`src/rtl/baudgen_pkg.sv`:
```
// rtl/baudgen_pkg.sv - control-word field positions and rate helpers for baudgen_frac
package baudgen_pkg;

  localparam int DIV_LSB  = 16;
  localparam int DIV_MSB  = 31;
  localparam int FRAC_LSB = 0;

  // K = clkfreq * 2^fbits / (baud * os), truncated; DIV = K >> fbits, FRAC = K mod 2^fbits
  function automatic longint baud_k(longint clkfreq, longint baud, longint os, int fbits);
    return (clkfreq << fbits) / (baud * os);
  endfunction

  function automatic int os_width(int os);
    return (os <= 2) ? 1 : $clog2(os);
  endfunction

endpackage

```
`src/rtl/frac_divider.sv`:
```
// rtl/frac_divider.sv - fractional-N sample-period counter with pending/active rate registers
// BAUDGEN_FRAC_EN adds the FRAC accumulator; without it the period is max(DIV,1).
module frac_divider
  import baudgen_pkg::*;
#(
  parameter int CLKFREQ    = 50000000,
  parameter int BAUD       = 9600,
  parameter int OVERSAMPLE = 16,
  parameter int DIV_W      = 16,
  parameter int FRAC_BITS  = 4
) (
  input  logic        clk,
  input  logic        rst_n,
  input  logic        enable,
  input  logic [31:0] control,
  input  logic        control_we,
  output logic        tick
);

  localparam int CW = DIV_W + 1;
  localparam longint K = baud_k(CLKFREQ, BAUD, OVERSAMPLE, FRAC_BITS);
  localparam logic [DIV_W-1:0] DIV_RST = DIV_W'(K >> FRAC_BITS);

  logic [CW-1:0]    cnt;
  logic [CW-1:0]    p_last;
  logic [DIV_W-1:0] div_act;
  logic [DIV_W-1:0] div_pend;
  logic [DIV_W-1:0] div_m1;
  logic             pend;
  logic             wrap;
  logic             commit;
  logic             unused_ctl;

  assign unused_ctl = ^control[DIV_LSB-1:0];

  // DIV of zero runs at one tick per clock
  assign div_m1 = (div_act == '0) ? '0 : div_act - DIV_W'(1);
  assign wrap   = enable && (cnt == p_last);
  assign commit = pend && (wrap || !enable);
  assign tick   = wrap;

`ifdef BAUDGEN_FRAC_EN
  localparam logic [FRAC_BITS-1:0] FRAC_RST = FRAC_BITS'(K);

  logic [FRAC_BITS-1:0] acc;
  logic [FRAC_BITS-1:0] frac_act;
  logic [FRAC_BITS-1:0] frac_pend;
  logic                 carry_q;

  assign p_last = {1'b0, div_m1} + CW'(carry_q);

  always_ff @(posedge clk or negedge rst_n) begin
    if (!rst_n) begin
      acc       <= '0;
      carry_q   <= 1'b0;
      frac_act  <= FRAC_RST;
      frac_pend <= '0;
    end else begin
      if (!enable) begin
        acc     <= '0;
        carry_q <= 1'b0;
      end else if (wrap) begin
        {carry_q, acc} <= {1'b0, acc} + {1'b0, frac_act};
      end
      if (commit)
        frac_act <= frac_pend;
      if (control_we)
        frac_pend <= control[FRAC_LSB +: FRAC_BITS];
    end
  end
`else
  assign p_last = {1'b0, div_m1};
`endif

  // a write landing on the commit edge stays pending while the older value commits
  always_ff @(posedge clk or negedge rst_n) begin
    if (!rst_n) begin
      cnt      <= '0;
      div_act  <= DIV_RST;
      div_pend <= '0;
      pend     <= 1'b0;
    end else begin
      if (!enable || wrap)
        cnt <= '0;
      else
        cnt <= cnt + CW'(1);
      if (commit)
        div_act <= div_pend;
      if (control_we) begin
        div_pend <= DIV_W'(control[DIV_MSB:DIV_LSB]);
        pend     <= 1'b1;
      end else if (commit) begin
        pend <= 1'b0;
      end
    end
  end

endmodule

```
`src/rtl/baudgen_frac.sv`:
```
// rtl/baudgen_frac.sv - programmable fractional-N UART baud generator (sampleclk / baudclk)
// BAUDGEN_FRAC_EN enables the fractional accumulator inside frac_divider.
module baudgen_frac
  import baudgen_pkg::*;
#(
  parameter int CLKFREQ    = 50000000,
  parameter int BAUD       = 9600,
  parameter int OVERSAMPLE = 16,
  parameter int DIV_W      = 16,
  parameter int FRAC_BITS  = 4
) (
  input  logic        clk,
  input  logic        rst_n,
  input  logic        enable,
  input  logic [31:0] control,
  input  logic        control_we,
  output logic        sampleclk,
  output logic        baudclk
);

  localparam int OS_W = os_width(OVERSAMPLE);
  localparam logic [OS_W-1:0] OS_LAST = OS_W'(OVERSAMPLE - 1);

  logic            tick;
  logic            os_wrap;
  logic [OS_W-1:0] oscnt;

  frac_divider #(
    .CLKFREQ    (CLKFREQ),
    .BAUD       (BAUD),
    .OVERSAMPLE (OVERSAMPLE),
    .DIV_W      (DIV_W),
    .FRAC_BITS  (FRAC_BITS)
  ) u_frac_divider (
    .clk        (clk),
    .rst_n      (rst_n),
    .enable     (enable),
    .control    (control),
    .control_we (control_we),
    .tick       (tick)
  );

  assign os_wrap = (oscnt == OS_LAST);

  always_ff @(posedge clk or negedge rst_n) begin
    if (!rst_n) begin
      oscnt     <= '0;
      sampleclk <= 1'b0;
      baudclk   <= 1'b0;
    end else if (!enable) begin
      oscnt     <= '0;
      sampleclk <= 1'b0;
      baudclk   <= 1'b0;
    end else begin
      sampleclk <= tick;
      baudclk   <= tick && os_wrap;
      if (tick)
        oscnt <= os_wrap ? '0 : oscnt + OS_W'(1);
    end
  end

endmodule
```
`config.mk`:
```
export PLATFORM = sky130hd
export DESIGN_NAME = baudgen_frac
export DESIGN_NICKNAME = d
export VERILOG_FILES = /design/src/rtl/baudgen_pkg.sv /design/src/rtl/frac_divider.sv /design/src/rtl/baudgen_frac.sv
export SDC_FILE = /design/constraint.sdc
export NUM_CORES = 1
export LEC_CHECK = 0
export ABC_CLOCK_PERIOD_IN_PS = 3800
export BUFFER_PORTS_ARGS = -buffer_cell sky130_fd_sc_hd__clkbuf_2
export CORE_MARGIN = 2
export CORE_UTILIZATION = 30
export CTS_CLUSTER_DIAMETER = 60
export CTS_CLUSTER_SIZE = 20
export DETAILED_ROUTE_END_ITERATION = 10
export GPL_ROUTABILITY_DRIVEN = 0
export GPL_TIMING_DRIVEN = 0
export PLACE_DENSITY = 0.5
export SKIP_CTS_REPAIR_TIMING = 1
export SYNTH_ARGS = -nofsm -noshare
export SYNTH_HDL_FRONTEND = slang
export SYNTH_SLANG_ARGS = --single-unit
export TNS_END_PERCENT = 50
```
`constraint.sdc`:
```
create_clock -name clk -period 3.8 [get_ports clk]
set_input_delay 0.76 -clock clk [delete_from_list [all_inputs] [get_ports clk]]
set_output_delay 0.76 -clock clk [all_outputs]
set_load 0.01 [all_outputs]
```
* After elaboration in Yosys (flattened, before gate mapping)
Index checks and enable logic that the tools add are counted.
** Cells by class
- $add $sub $neg :: 3
- Multipliers :: 0
- Divide/modulo/power cells :: 0
- Order comparisons :: 0
- Eq/ne operators :: 3
- Shift operators :: 0
- Multiplexer cells :: 9
- Bitwise gates (word level) :: 0
- Reductions and logical operators :: 7
** Operators by type and width (number)
- $add 17x1->17 const B :: 1
- $eq 17x16->1 :: 1
- $mux 17 :: 1
- $logic_not 16->1 :: 1
- $mux 16 :: 1
- $sub 16x1->16 const B :: 1
- $mux 4 :: 3
- $add 4x1->4 const B :: 1
- $eq 4x4->1 const B :: 1
- $mux 1 :: 4
- $logic_and 1x1->1 :: 3
- $ne 2x1->1 const B :: 1
- $reduce_bool 2->1 :: 1
- $logic_not 1->1 :: 1
- $logic_or 1x1->1 :: 1
** Storage, ports and cells
- Bits in registers :: 56
- Bits in latches :: 0
- Bits in writable memories :: 0
- ROM bits :: 0
- Input port bits :: 36
- Word-level logic and storage cells :: 29
- Memories :: 0

* Depth between registers and ports, before layout
Gate-level depths: netlist of run 1.
- Depth in word-level cells :: 8
- Depth in mapped cells :: 12

* Modules after synthesis
Synthesis of run 1 repeated with hierarchy kept, for this count alone.
** Unflattened totals
- Cells, all modules :: 305
- Area, all modules :: 3228.1 um^2
** Modules (own cells, without submodules)
- frac_divider :: instances 1, cells an instance 283, area each 2959.1 um^2, seq. area each 1256.2 um^2
- baudgen_frac :: instances 1, cells an instance 22, area each 269.0 um^2, seq. area each 150.1 um^2

* Worst setup path before layout of run 1
OpenSTA, ideal clock, no wires.
- Kind :: reg2reg
- Start point :: register u_frac_divider.div_act[0]
- End point :: register u_frac_divider.div_act[10]
- Setup time :: 0.125 ns
- Arrival time :: 3.358 ns
- Required time :: 3.675 ns
- Path slack :: 0.317 ns
- Cell stages (with the launch flop) :: 13
- Cells stage by stage :: dfstp_2 > inv_1 > ha_1 > nor3b_1 > clkbuf_1 > and3_1 > or4b_1 > a211o_1 > a211oi_2 > nand4_4 > a21boi_4 > buf_12 > mux2_4
** On the way
- Word-level cells in the longest chain between the ends :: 6
- Elaborated cells on any way between the ends :: 7
- Those cells by class :: 1 x add/sub; 1 x eq/ne; 1 x mux; 4 x reduce/logical
** Ends and longest elaborated chain
- start, declared :: RTL line frac_divider.sv:26 : logic [DIV_W-1:0] div_act;
- start signal, assigned :: RTL line frac_divider.sv:88 : div_act <= div_pend;
- $sub 16x1->16 / $logic_not 16->1 (equally long branches) :: RTL line frac_divider.sv:37 : assign div_m1 = (div_act == '0) ? '0 : div_act - DIV_W'(1);
- $mux 16 (*) :: RTL line frac_divider.sv:37
- $eq 17x16->1 (*) :: RTL line frac_divider.sv:38 : assign wrap = enable && (cnt == p_last);
- $logic_and 1x1->1 (*) :: RTL line frac_divider.sv:38
- $logic_or 1x1->1 (*) :: RTL line frac_divider.sv:39 : assign commit = pend && (wrap || !enable);
- $logic_and 1x1->1 (*) :: RTL line frac_divider.sv:39
Every way passes the cells marked *; elsewhere a longest branch is shown, timed or not.
A chain may end at the register's enable or synchronous reset.

* Worst setup path in the final report of run 1
- Start point :: register u_frac_divider.div_act[0]
- End point :: register u_frac_divider.div_act[5]
Same word-level chain as after synthesis.

==> flow_metrics.py, run 1 <==
metrics = {
    "clock_tree": {
        "clk_pin_slew_ns": 0.10,
        "cts_tree": "done",
        "worstSkewPairLatency_ns": 0.31,
        "numCtsBuffers": 5,
        "root_buffer": "clkbuf_8",
        "cts.sinks": 56,
        "cts_buffer_depth": 2,
        "htree_levels": 2,
    },
    "timing": {
        "final_hold_viol_count": 0,
        "tightest_slew_ns": 0.616,
        "whs_ns": 0.443,
        "clock_skew_ns": 0.00549,
        "period_share": 0.957,
        "fmax_mhz": 275,
        "grt_setup_unrepaired": "no",
        "drv_slew": 0,
        "relSlewSlack": 0.585,
        "fin_crit_ns": 3.64,
        "setup_viol": 0,
    },
    "route": {
        "drc_errors": 0,
        "wl_per_cell_um": 14.6,
        "firstDrtPassIters": 4,
        "vias": 2447,
        "drt-total-wl_um": 7140,
        "drtIter0Drc": 162,
        "postRouteAntennaNets": 0,
        "via_per_inst": 5.01,
    },
    "synth": {
        "ys_ff_latch": 56,
        "ys_types": 60,
        "synth_area_leaders": "dfrtp_1 40%, mux2_2 7.6%, xnor2_1 5.4%",
        "syn_nets": 352,
        "yosysTopAreaCell": "dfrtp_1",
        "syn_area_um2": 3260,
        "synth_area_per_cell_um2": 10.4,
        "yosysWarnings": 0,
        "yosysMostFrequentCell": "dfrtp_1",
        "ys_seq_area_frac": 0.431,
        "netlist_top_cells_count": "52 x dfrtp_1, 32 x nor2_1, 22 x mux2_2, 20 x xnor2_1, 15 x nand2_1",
        "ys.flop_type": "dfrtp_1",
        "async_flop_share": 1.00,
        "synth_cells": 313,
        "synth_top_area_frac": 0.399,
        "synth_edf_count": 0,
    },
    "layout": {
        "final_cells": 488,
        "final_cell_area_um2": 3750,
        "nets": 386,
        "drive_above_1_share": 0.267,
        "area_growth_syn_to_layout_pct": 14.9,
        "seqCellArea_um2": 1410,
        "multi_input_area_um2": 1760,
        "diodes": 0,
        "fillers": 1138,
    },
    "floorplan": {
        "dieArea_um2": 11700,
        "die_width_um": 108,
        "io_pins": 38,
        "core_um2": 10700,
        "start_util": 0.304,
        "rows": 38,
        "die_y_um": 108,
    },
    "grt": {
        "grt_pass1_vias": 2360,
        "grt_max_degree": 35,
        "antenna_found_initial": 0,
        "grt_pass1_wl_um": 12000,
        "use_met1": 0.185,
        "overflow": 0,
        "grtUsageTotal": 0.130,
        "use_met2": 0.210,
        "grt.busiest_layer": "met2",
        "use_met3": 0.0163,
    },
    "placement": {
        "dp.cells": 473,
        "port-buffer-count": 19,
        "dp_hpwl_um": 5340,
        "placed_area_um2": 3550,
    },
    "setup_path": {
        "critPathKind": "reg -> reg",
        "crit_arrival_ns": 3.84,
        "startpoint_type": "register",
        "cp.required_ns": 4.00,
        "critical_path.endpoint_type": "register",
        "cp_max_fo": 10,
    },
    "run_status": {
        "outcome": "completed",
    },
    "power": {
        "power_leakage_nw": 1.58,
        "power_density_nw_per_um2": 399,
        "p_total_mw": 1.50,
        "ir_drop_mv": 0.208,
    },
    "run": {
        "cap_violations": 0,
    },
    "hold_path": {
        "min_path_type": "in -> async",
    },
}
per-stage QoR:
| step | setup TNS (ns) | util | worst slack, ns |
|---|---|---|---|
| final | 0 | 0.349 | 0.162 |
| after global routing | 0 | 0.349 | 0.0212 |
| after CTS | -1.26 | 0.342 | -0.135 |
| after detailed placement | -0.837 | 0.331 | -0.0983 |
| after global placement | -0.668 | 0.329 | -0.0812 |
| after floorplan | 0 | - | 0.317 |
power by group:
part	leakage (nW)	total [mW]	internal (mW)	switching (mW)
combinational	0.819	0.359	0.173	0.186
clock	0.0614	0.419	0.216	0.203
sequential	0.696	0.717	0.657	0.0599
total	1.58	1.50	1.05	0.450
final timing paths:
| path | from | endpoint | slack, ns | cells after the start |
|---|---|---|---|---|
| min in group clk | u_frac_divider.div_pend[15] | u_frac_divider.div_pend[15] | 0.51 | 1 |
| hold / removal | rst_n | u_frac_divider.div_pend[3] | 0.44 | 1 |
| max in group asynchronous | rst_n | u_frac_divider.div_act[0] | 2.71 | 2 |
| setup / recovery | u_frac_divider.div_act[0] | u_frac_divider.div_act[5] | 0.16 | 12 |
| hold reg to reg | u_frac_divider.div_pend[15] | u_frac_divider.div_pend[15] | 0.51 | 1 |
| setup reg to reg | u_frac_divider.div_act[0] | u_frac_divider.div_act[5] | 0.16 | 12 |
cells by family after synthesis:
kind of cell | count (synthesis) | share of synthesized area
and+or+nand+nor | 115 | 0.199
DFF | 56 | 0.431
AOI/OAI and AO/OA | 45 | 0.103
muxes | 39 | 0.143
xor gates and xnor gates | 28 | 0.0752
buffers and inverters | 27 | 0.0372
adders and majority gates | 3 | 0.0115
layout make-up:
type                            count  share of cell area
Tap cell                          140              0.0467
Inverter                           11              0.0110
Clock inverter                      2              0.0103
Timing Repair Buffer               27              0.0447
Sequential cell                    56               0.375
Buffer                             16              0.0217
Multi-Input combinational cell    230               0.468
Clock buffer                        6              0.0220
critical path: stages, from the launching register on:
cell and delay [ns]:
dfstp_2 0.59, inv_1 0.09, ha_1 0.23, nor3b_1 0.16, buf_2 0.19, and3_1 0.19, or4b_1 0.49, a211o_1 0.35
a211oi_2 0.28, nand4_4 0.19, a21boi_4 0.28, buf_12 0.18, mux2_4 0.30
sequential cells by signal, indices dropped and copies added (netlist names):
name                     cells
u_frac_divider.pend          1
u_frac_divider.div_act      16
sampleclk                    1
u_frac_divider.div_pend     16
oscnt                        4
u_frac_divider.cnt          17
baudclk                      1
metal layers:
layer  wire [um]  share of wire
met5           0              0
met4          78          0.011
met3         237          0.033
met2        3350           0.47
met1        3480           0.49
placed cells by master (no fill, tap or decap), drive strengths merged, types with 2 or more instances in the layout:
cell type and n:
a211oi 5, nand4 10, xor2 8, nand3 10
nand2 15, clkbuf 36, xnor2 20, mux2 32
and4 2, inv 11, or4b 3, buf 13
mux2i 7, nor2 32, o211ai 3, ha 3
or3 3, or2 3, o41ai 2, a211o 2
o2111ai 2, nor3 6, dfrtp 52, nor4 8
a21boi 2, dfstp 4, or4 4, nor2b 5
nand2b 2, o22ai 4, a21oi 8, o21ai 5
and3 8
Power figures use the tool's default switching activity.
==> run 2: changes to the inputs <==
Settings changed: SYNTH_HIERARCHICAL from default to 1.
==> flow_metrics.py, run 2 <==
metrics = {
    "clock_tree": {
        "cts_tree": "done",
        "cts_buffer_depth": 2,
        "clk_pin_slew_ns": 0.10,
        "htree_levels": 2,
        "root_buffer": "clkbuf_8",
        "numCtsBuffers": 5,
        "cts.sinks": 56,
        "worstSkewPairLatency_ns": 0.32,
    },
    "floorplan": {
        "io_pins": 38,
        "start_util": 0.311,
        "core_um2": 10400,
        "dieArea_um2": 11600,
        "die_width_um": 108,
        "rows": 37,
        "die_y_um": 108,
    },
    "layout": {
        "nets": 374,
        "reg_top3": "u_frac_divider/cnt (17), u_frac_divider/div_act (16), u_frac_divider/div_pend (16)",
        "final_common_cell": "dfrtp_1",
        "area_growth_syn_to_layout_pct": 13.3,
        "final_cell_mix": "51 x dfrtp_1, 27 x nor2_1, 22 x mux2_2, 19 x clkbuf_2, 17 x xnor2_1",
        "final_cells": 472,
        "largest_register_ffs": 17,
        "top_register": "u_frac_divider/cnt",
        "diodes": 0,
        "final_core_util": 0.353,
        "fillers": 1072,
        "drive_above_1_share": 0.268,
    },
    "synth": {
        "synth_area_per_cell_um2": 10.6,
        "ys_types": 59,
        "ys.flop_type": "dfrtp_1",
        "yosysMostFrequentCell": "dfrtp_1",
        "ys_ff_latch": 56,
        "syn_nets": 344,
        "synth_top_area_frac": 0.403,
        "netlist_top_cells_count": "52 x dfrtp_1, 27 x nor2_1, 22 x mux2_2, 17 x xnor2_1, 14 x nand2_1",
        "synth_cells": 305,
        "yosysWarnings": 6,
        "synth_edf_count": 0,
        "synth_area_leaders": "dfrtp_1 40%, mux2_2 7.7%, mux2_4 4.7%",
        "ys_seq_area_frac": 0.436,
        "yosysTopAreaCell": "dfrtp_1",
        "async_flop_share": 1.00,
        "syn_area_um2": 3230,
    },
    "setup_path": {
        "slowest_delay_ns": 1.00,
        "critPathBufInv": 3,
        "crit_arrival_ns": 3.87,
        "critical_path.endpoint_type": "register",
        "critPathKind": "reg -> reg",
        "startpoint_type": "register",
        "crit_chain": "clkbuf_1, nor4_1, a211o_1, a21oi_1, or4_4, o41ai_4, buf_4, nand2_4, buf_6, mux2_4",
        "crit_family": "simple AND/OR/NAND/NOR gates",
        "critPathSlowestCell": "nor4_1",
        "cp_max_fo": 10,
        "cp.required_ns": 4.00,
    },
    "placement": {
        "port-buffer-count": 20,
        "dp.cells": 461,
        "dp_hpwl_um": 5140,
    },
    "run": {
        "cap_violations": 0,
    },
    "timing": {
        "fmax_mhz": 272,
        "setup-tns-final_ns": 0,
        "clock_skew_ns": 0.00812,
        "drv_slew": 0,
        "fin_crit_ns": 3.67,
        "setup_viol": 0,
        "tightest_slew_ns": 1.14,
        "relSlewSlack": 0.232,
        "whs_ns": 0.510,
        "period_share": 0.966,
        "grt_setup_unrepaired": "no",
        "final_hold_viol_count": 0,
    },
    "grt": {
        "grtUsageTotal": 0.134,
        "overflow": 0,
        "grt_pass1_vias": 2380,
        "grt_max_degree": 57,
        "grt_pass1_wl_um": 12100,
        "antenna_found_initial": 0,
    },
    "power": {
        "ir_drop_mv": 0.194,
        "power_switching_mw": 0.439,
        "comb_power_share": 0.237,
        "power_density_nw_per_um2": 385,
        "p_seq_frac": 0.517,
        "p_total_mw": 1.41,
        "power.internal_mw": 0.970,
        "power_leakage_nw": 1.51,
        "power_frac_clock": 0.246,
        "switching_share": 0.311,
    },
    "route": {
        "firstDrtPassIters": 4,
        "via_per_inst": 5.12,
        "wl_per_cell_um": 15.0,
        "vias": 2417,
        "drc_errors": 0,
        "drtIter0Drc": 172,
        "drt-total-wl_um": 7070,
        "postRouteAntennaNets": 0,
    },
    "hold_path": {
        "min_path_type": "reg -> reg",
    },
    "run_status": {
        "outcome": "completed",
    },
}
-- run 2: worst paths after layout --
check / endpoint / slack [ns] / depth (start not counted) / startpoint
max: u_frac_divider/div_act[5] / 0.13 / 10 / u_frac_divider/div_act[12]
min: u_frac_divider/div_act[8] / 0.51 / 1 / u_frac_divider/div_pend[8]
max reg2reg: u_frac_divider/div_act[5] / 0.13 / 10 / u_frac_divider/div_act[12]
min reg2reg: u_frac_divider/div_act[8] / 0.51 / 1 / u_frac_divider/div_pend[8]
max in group asynchronous: u_frac_divider/div_act[3] / 2.70 / 1 / rst_n
min in group asynchronous: u_frac_divider/cnt[11] / 0.54 / 1 / rst_n
-- run 2: power by group through the flow --
stage / Clock (mW) / Combinational (mW) / Sequential, mW
after floorplan: 0 / 0.256 / 0.712
after global placement: 0 / 0.322 / 0.735
after detailed placement: 0 / 0.326 / 0.736
after CTS: 0.364 / 0.327 / 0.724
after global routing: 0.383 / 0.371 / 0.740
final: 0.346 / 0.334 / 0.728
-- run 2: final cells by class --
type                            count  area (um^2)  area share
Sequential cell                    56         1410       0.385
Inverter                           12         45.0      0.0123
Timing Repair Buffer               23          125      0.0342
Clock buffer                        7         86.3      0.0236
Multi-Input combinational cell    223         1750       0.477
Buffer                             14         70.1      0.0192
Tap cell                          136          170      0.0465
Clock inverter                      1         7.51     0.00205
-- run 2: through the flow --
stage | cell area (um^2) | worst slack, ns
3_5_place_dp | 3500 | -0.379
5_1_grt | 3660 | 0.00634
6_report | 3660 | 0.130
4_1_cts | 3590 | -0.396
2_1_floorplan | 3230 | 0.409
3_3_place_gp | 3500 | -0.385
-- run 2: cell families (layout without fill, tap and decap cells) --
group / count (synthesis) / after routing / share of synthesized area
mux: 36 / 36 / 0.136
compound gates: 45 / 45 / 0.113
simple gates: 115 / 115 / 0.203
buf+inv: 26 / 57 / 0.0357
fa+ha+maj: 3 / 3 / 0.0116
xor+xnor: 24 / 24 / 0.0651
flops: 56 / 56 / 0.436
-- run 2: worst reg2reg max path, stage by stage, from the launching register on --
cell	delay, ns
dfrtp_1	0.37
clkbuf_1	0.20
nor4_1	1.00
a211o_1	0.24
a21oi_1	0.06
or4_4	0.55
o41ai_4	0.34
buf_4	0.22
nand2_4	0.11
buf_6	0.18
mux2_4	0.30
-- run 2: routing by layer --
| layer | vias up | track usage | part of all wire |
|---|---|---|---|
| met5 | - | 0 | 0 |
| met4 | 0 | 0.0449 | 0.015 |
| met3 | 6 | 0.0218 | 0.051 |
| met2 | 62 | 0.217 | 0.47 |
| met1 | 1170 | 0.181 | 0.46 |
| li1 | 1179 | - | - |
